### src/rtl/register_file_pkg.sv
// rtl/register_file_pkg.sv - shared types and helpers for the 2-read/1-write register file
package register_file_pkg;

    // Control FSM states: normal operation or the multi-cycle sweep-clear
    typedef enum logic {
        IDLE  = 1'b0,
        CLEAR = 1'b1
    } state_t;

    // Address width for a given entry count; never narrower than one bit
    function automatic int addr_width(input int count);
        int w;
        w = $clog2(count);
        return (w < 1) ? 1 : w;
    endfunction

endpackage

### src/rtl/register_read_port.sv
// rtl/register_read_port.sv - one registered read port with range check, bypass and written-flag check
module register_read_port
    import register_file_pkg::*;
#(
    parameter int REG_COUNT  = 16,
    parameter int REG_SIZE   = 8,
    parameter int ADDR_WIDTH = addr_width(REG_COUNT)
) (
    input  logic                          clock,
    input  logic                          reset,
    input  logic                          rd_en,
    input  logic [ADDR_WIDTH-1:0]         rd_addr,
    input  logic                          wr_fire,
    input  logic [ADDR_WIDTH-1:0]         wr_addr,
    input  logic [REG_SIZE-1:0]           wr_data,
    input  logic [REG_COUNT*REG_SIZE-1:0] entries,
    input  logic [REG_COUNT-1:0]          written,
    output logic [REG_SIZE-1:0]           rd_data,
    output logic                          rd_valid,
    output logic                          rd_err
);

    localparam logic [ADDR_WIDTH:0] COUNT_L = (ADDR_WIDTH + 1)'(REG_COUNT);

    logic                  in_range;
    logic [ADDR_WIDTH-1:0] safe_idx;
    logic [REG_SIZE-1:0]   stored;
    logic                  stored_written;
    logic                  bypass;
    logic [REG_SIZE-1:0]   next_data;
    logic                  next_err;

    // Resolve the value a read would return this cycle: out-of-range, bypassed write, or stored entry
    always_comb begin
        in_range       = ({1'b0, rd_addr} < COUNT_L);
        // Steer out-of-range addresses to entry 0 so the array is never indexed past its end
        safe_idx       = in_range ? rd_addr : '0;
        stored         = entries[int'(safe_idx) * REG_SIZE +: REG_SIZE];
        stored_written = written[safe_idx];
        // wr_fire is already range-checked, so an address match implies an in-range read
        bypass         = wr_fire && (wr_addr == rd_addr);
        next_data      = '0;
        next_err       = 1'b1;
        if (in_range) begin
            if (bypass) begin
                next_data = wr_data;
                next_err  = 1'b0;
            end else begin
                next_data = stored;
                next_err  = ~stored_written;
            end
        end
    end

    // Output registers: data is held between reads, valid/err pulse only on a read
    always_ff @(posedge clock or negedge reset) begin
        if (!reset) begin
            rd_data  <= '0;
            rd_valid <= 1'b0;
            rd_err   <= 1'b0;
        end else if (rd_en) begin
            rd_data  <= next_data;
            rd_valid <= 1'b1;
            rd_err   <= next_err;
        end else begin
            rd_valid <= 1'b0;
            rd_err   <= 1'b0;
        end
    end

endmodule

### src/rtl/register_file_2r1w.sv
// rtl/register_file_2r1w.sv - register file with two registered read ports, one write port and sweep-clear
module register_file_2r1w
    import register_file_pkg::*;
#(
    parameter int REG_COUNT  = 16,
    parameter int REG_SIZE   = 8,
    parameter int ADDR_WIDTH = addr_width(REG_COUNT)
) (
    input  logic                  clock,
    input  logic                  reset,
    input  logic                  wr_en,
    input  logic [ADDR_WIDTH-1:0] wr_addr,
    input  logic [REG_SIZE-1:0]   wr_data,
    input  logic                  rd_en_a,
    input  logic [ADDR_WIDTH-1:0] rd_addr_a,
    output logic [REG_SIZE-1:0]   rd_data_a,
    output logic                  rd_valid_a,
    output logic                  rd_err_a,
    input  logic                  rd_en_b,
    input  logic [ADDR_WIDTH-1:0] rd_addr_b,
    output logic [REG_SIZE-1:0]   rd_data_b,
    output logic                  rd_valid_b,
    output logic                  rd_err_b,
    input  logic                  clear,
    output logic                  busy,
    output logic                  clear_done
);

    localparam logic [ADDR_WIDTH:0] COUNT_L = (ADDR_WIDTH + 1)'(REG_COUNT);
    localparam logic [ADDR_WIDTH:0] LAST_L  = COUNT_L - 1'b1;

    state_t                        state;
    logic [ADDR_WIDTH:0]           sweep_cnt;
    logic [ADDR_WIDTH-1:0]         sweep_idx;
    logic [REG_SIZE-1:0]           entries [REG_COUNT];
    logic [REG_COUNT-1:0]          written;
    logic [REG_COUNT*REG_SIZE-1:0] entries_flat;
    logic                          idle;
    logic                          wr_fire;
    logic                          rd_fire_a;
    logic                          rd_fire_b;

    // Writes and reads are only honoured outside the sweep; out-of-range writes vanish here
    always_comb begin
        idle      = (state == IDLE);
        wr_fire   = idle && wr_en && ({1'b0, wr_addr} < COUNT_L);
        rd_fire_a = idle && rd_en_a;
        rd_fire_b = idle && rd_en_b;
        sweep_idx = sweep_cnt[ADDR_WIDTH-1:0];
    end

    for (genvar i = 0; i < REG_COUNT; i++) begin : g_flat
        assign entries_flat[i*REG_SIZE +: REG_SIZE] = entries[i];
    end

    // Storage and written flags: normal writes in IDLE, one entry zeroed per cycle in CLEAR
    always_ff @(posedge clock or negedge reset) begin
        if (!reset) begin
            for (int i = 0; i < REG_COUNT; i++) begin
                entries[i] <= '0;
            end
            written <= '0;
        end else if (wr_fire) begin
            entries[wr_addr] <= wr_data;
            written[wr_addr] <= 1'b1;
        end else if (state == CLEAR) begin
            entries[sweep_idx] <= '0;
            written[sweep_idx] <= 1'b0;
        end
    end

    // Sweep FSM: counts through every entry, then pulses clear_done on the way back to IDLE
    always_ff @(posedge clock or negedge reset) begin
        if (!reset) begin
            state      <= IDLE;
            sweep_cnt  <= '0;
            busy       <= 1'b0;
            clear_done <= 1'b0;
        end else begin
            clear_done <= 1'b0;
            case (state)
                IDLE: begin
                    if (clear) begin
                        state     <= CLEAR;
                        busy      <= 1'b1;
                        sweep_cnt <= '0;
                    end
                end
                CLEAR: begin
                    if (sweep_cnt == LAST_L) begin
                        state      <= IDLE;
                        busy       <= 1'b0;
                        clear_done <= 1'b1;
                        sweep_cnt  <= '0;
                    end else begin
                        sweep_cnt <= sweep_cnt + 1'b1;
                    end
                end
                default: begin
                    state <= IDLE;
                    busy  <= 1'b0;
                end
            endcase
        end
    end

    register_read_port #(
        .REG_COUNT (REG_COUNT),
        .REG_SIZE  (REG_SIZE),
        .ADDR_WIDTH(ADDR_WIDTH)
    ) u_port_a (
        .clock   (clock),
        .reset   (reset),
        .rd_en   (rd_fire_a),
        .rd_addr (rd_addr_a),
        .wr_fire (wr_fire),
        .wr_addr (wr_addr),
        .wr_data (wr_data),
        .entries (entries_flat),
        .written (written),
        .rd_data (rd_data_a),
        .rd_valid(rd_valid_a),
        .rd_err  (rd_err_a)
    );

    register_read_port #(
        .REG_COUNT (REG_COUNT),
        .REG_SIZE  (REG_SIZE),
        .ADDR_WIDTH(ADDR_WIDTH)
    ) u_port_b (
        .clock   (clock),
        .reset   (reset),
        .rd_en   (rd_fire_b),
        .rd_addr (rd_addr_b),
        .wr_fire (wr_fire),
        .wr_addr (wr_addr),
        .wr_data (wr_data),
        .entries (entries_flat),
        .written (written),
        .rd_data (rd_data_b),
        .rd_valid(rd_valid_b),
        .rd_err  (rd_err_b)
    );

endmodule

### config.mk
export PLATFORM = sky130hd
export DESIGN_NAME = register_file_2r1w
export DESIGN_NICKNAME = d
export VERILOG_FILES = /design/src/rtl/register_file_pkg.sv /design/src/rtl/register_read_port.sv /design/src/rtl/register_file_2r1w.sv
export SDC_FILE = /design/constraint.sdc
export NUM_CORES = 1
export LEC_CHECK = 0
export CELL_PAD_IN_SITES_DETAIL_PLACEMENT = 2
export CELL_PAD_IN_SITES_GLOBAL_PLACEMENT = 2
export CORE_MARGIN = 2
export CORE_UTILIZATION = 46
export CTS_CLUSTER_DIAMETER = 40
export DETAILED_ROUTE_END_ITERATION = 12
export DONT_BUFFER_PORTS = 1
export PLACE_DENSITY = 0.79
export REMOVE_ABC_BUFFERS = 1
export SYNTH_ARGS = -nofsm -noshare
export SYNTH_HDL_FRONTEND = slang
export SYNTH_SLANG_ARGS = --single-unit
### constraint.sdc
create_clock -name clock -period 2.45 [get_ports clock]
set_input_delay 0.49 -clock clock [delete_from_list [all_inputs] [get_ports clock]]
set_output_delay 0.49 -clock clock [all_outputs]
set_load 0.01 [all_outputs]
==> qor.csv <==
metric;value;unit
DRC;0;
Final Util;0.5127;
ys async rst share;1.000;
Critical Path Source;state;
top cells by count, synth;dfrtp_1 (172), a22o_1 (160), mux4_2 (74);
worst r2r src;state;
vias;6584;
P&R area growth vs syn;8.447;%
layout cell share with drive strength beyond 1;0.2207;
top_reg_cell synth;dfrtp_1;
dpl cells;885;
Vias/cell;7.180;
max cap viols;0;
max incr delay on CP;820;ps
Post-CTS Setup Repair Bufs;0;
critical path class;flip-flop to flip-flop;
post-CTS sizing;0;
worst hold slack;-250.0;ps
Clock power frac;0.330;
Max Slew Vio Count;0;
Comb power frac;0.230;
largest area contributor in the netlist;dfrtp_1;
post-route ant nets;0;
I/O pin total;48;
Clk pin slew, worst setup/hold paths;70;ps
CP Depth;4;
first drt pass iteration count;5;
Pint;5.612;mW
die area;20550;um^2
number of global-route vias before repair;7187;
synthesized area per cell;13.41;um^2
final wirelength;32380;um
initial core utilization;0.4728;
sequential share of power;0.440;
Sink Count;172;
reg2reg path depth;4;
largest net degree at the start of global routing;173;
CTS tree;yes;
XOR/XNOR Fraction of Synth Area;0.008825;
failing checks;negative hold slack;
worst path arrival time;2600;ps
Sw Pwr;2.742;mW
Worst-Skew Late Latency;440;ps
CTS Root Cell;clkbuf_16;
multiplexer area fraction after synthesis;0.1877;
Sw Share;0.3283;
LEAKAGE;4.311;nW
first-pass GRT wire length;48950;um
status;finished, violations left;
Mapped Cells;666;
number of setup violations in the final report;0;
RD Place Congestion;0.9380;
First DRT Iteration DRCs;610;
Hold Fails Final Rpt;172;
grt ovf;0;
core area;18890;um^2
per-cell routed wire length;35.31;um
final clock skew;9.352;ps
EDFF count, synth;0;
count leader, synth;dfrtp_1;
Worst Setup Start Kind;flip-flop;
Post-Place Setup Slack;191.1;ps
delay-heaviest family, CP;simple AND/OR/NAND/NOR gates;
Post-Synth Adder-Cell Area;0.005603;
Die Wd;143.4;um
worst setup margin;166.3;ps
Layout Nets;674;
H-Tree Level Count;4;
pin slew with the least headroom to its limit;1035;ps
Non-Filler Instances;917;
worst min-delay path class;input port to async pin;
Reg-to-Reg End;entries[79];
worst path required time;2770;ps
VDD IR max;0.4326;mV
Max Clock Freq;437.9;MHz
critical path capture point type;flip-flop;
Setup crit end;entries[79];
PwrDens;862.4;nW/um^2
setup tns final;0;ps
post-synth cell types;42;
RSZ-0062 raised after global routing;false;
CTS Buf Count;17;
Worst path slowest cell;or4b_1;
IO buf count;0;
number of diodes;0;
Final period util;0.9321;
worst path cell trace;or4b_1, nor2_4, o21ai_1, a22o_1;
sequential area share after synthesis;0.4819;
YS warnings;0;
largest family of logic cells by synthesized area;compound AO/OA/AOI/OAI gates;
Die H;143.4;um
register bit total from synthesis;172;
row cnt;50;
aggregate global-route resource usage;0.3348;
slew margin rel.;0.3103;
initial antenna violation count;0;
mapped cell area;8932;um^2
DP HPWL;20870;um
Synth Area in Simple Gates;0.06359;
Worst Path Max Fanout;10;
Compound-Gate Fraction of Synth Area;0.2139;
CTS Buffer Depth;2;
min cycle time layout;2284;ps
CP bufs+invs;0;
area share of the largest cell type after synthesis;0.4819;
top cells by area, synth;dfrtp_1 (48%), mux4_2 (19%), a22o_1 (16%), o221ai_1 (1.6%), clkbuf_1 (1.4%);
FF-to-FF setup slack;170;ps
[state kept, by name, summed over array words and instances (netlist names)]
| name | flops |
|---|---|
| busy | 1 |
| clear_done | 1 |
| entries | 128 |
| state | 1 |
| sweep_cnt | 5 |
| u_port_a.rd_data | 8 |
| u_port_a.rd_err | 1 |
| u_port_a.rd_valid | 1 |
| u_port_b.rd_data | 8 |
| u_port_b.rd_err | 1 |
| u_port_b.rd_valid | 1 |
| written | 16 |
[how the worst min path moves through the flow]
| stage | cells past startpoint | start | slack, ps | to |
|---|---|---|---|---|
| final | 0 | reset | -250 | entries[79] |
| after global routing | 0 | reset | -270 | entries[2] |
| after CTS | 0 | reset | -260 | entries[79] |
| after detailed placement | 0 | reset | 200 | entries[4] |
| after global placement | 0 | reset | 200 | entries[15] |
| after floorplan | 0 | reset | 190 | busy |
[kinds of logic (layout without fill, tap and decap cells)]
logic type,count (synthesis),count (layout)
AO/OA/AOI/OAI,228,228
flip-flops,172,172
AND/OR/NAND/NOR,105,105
multiplexers,75,75
buffers and inverters,73,64
XOR/XNOR,9,9
adder cells (fa/ha/maj),4,4
[area by class of cell]
cell class,count,area [um^2]
fillers,1759,9206
repair buffers,20,150.1
multi-input cells,421,4284
inverters,12,45.04
clock buffers,21,460.4
clock inverters,11,117.6
well taps,260,325.3
flip-flops and latches,172,4304
[routing by layer]
metal	routed length [um]	vias to the layer above	GRT usage
met1	13150	3618	0.4537
met2	15680	304	0.5331
met5	0	-	0
li1	-	2609	-
met4	926	0	0.1115
met3	2625	53	0.08431
[power groups by stage]
| stage | logic, mW | clock network, mW | registers [mW] |
|---|---|---|---|
| final | 1.92 | 2.75 | 3.68 |
| after global routing | 2.05 | 2.89 | 3.72 |
| after CTS | 1.90 | 2.78 | 3.66 |
| after detailed placement | 1.87 | 0 | 3.69 |
| after global placement | 1.75 | 0 | 3.63 |
| after floorplan | 1.24 | 0 | 3.57 |
[placed cells by master (no fill, tap or decap), types with 3 or more instances in the layout]
cell type / n
nand2b_1: 9
nor3_2: 3
o22ai_1: 3
a22o_1: 160
xor2_1: 7
nor3_1: 3
a21o_1: 12
clkbuf_16: 17
o21ai_1: 11
o21ai_0: 3
inv_1: 12
ha_1: 4
a31o_2: 3
a31oi_1: 6
dfrtp_1: 172
nor2_2: 9
clkinv_2: 5
nor2b_1: 8
nor2_1: 30
and3_1: 5
nand2_1: 25
mux4_2: 74
and2_1: 3
o32a_1: 3
buf_4: 20
o221ai_1: 16
nor2_4: 3
o22a_1: 6
[stage by stage]
step                power, mW  cell area, um^2  hold WS (ps)
floorplan               4.818             8633         194.4
global placement        5.380             9109         202.9
CTS                     8.341             9687        -263.5
detailed placement      5.562             9109         202.5
finish                  8.354             9687        -250.0
global route            8.668             9687        -270.6
(Power assumes the default switching activity.)
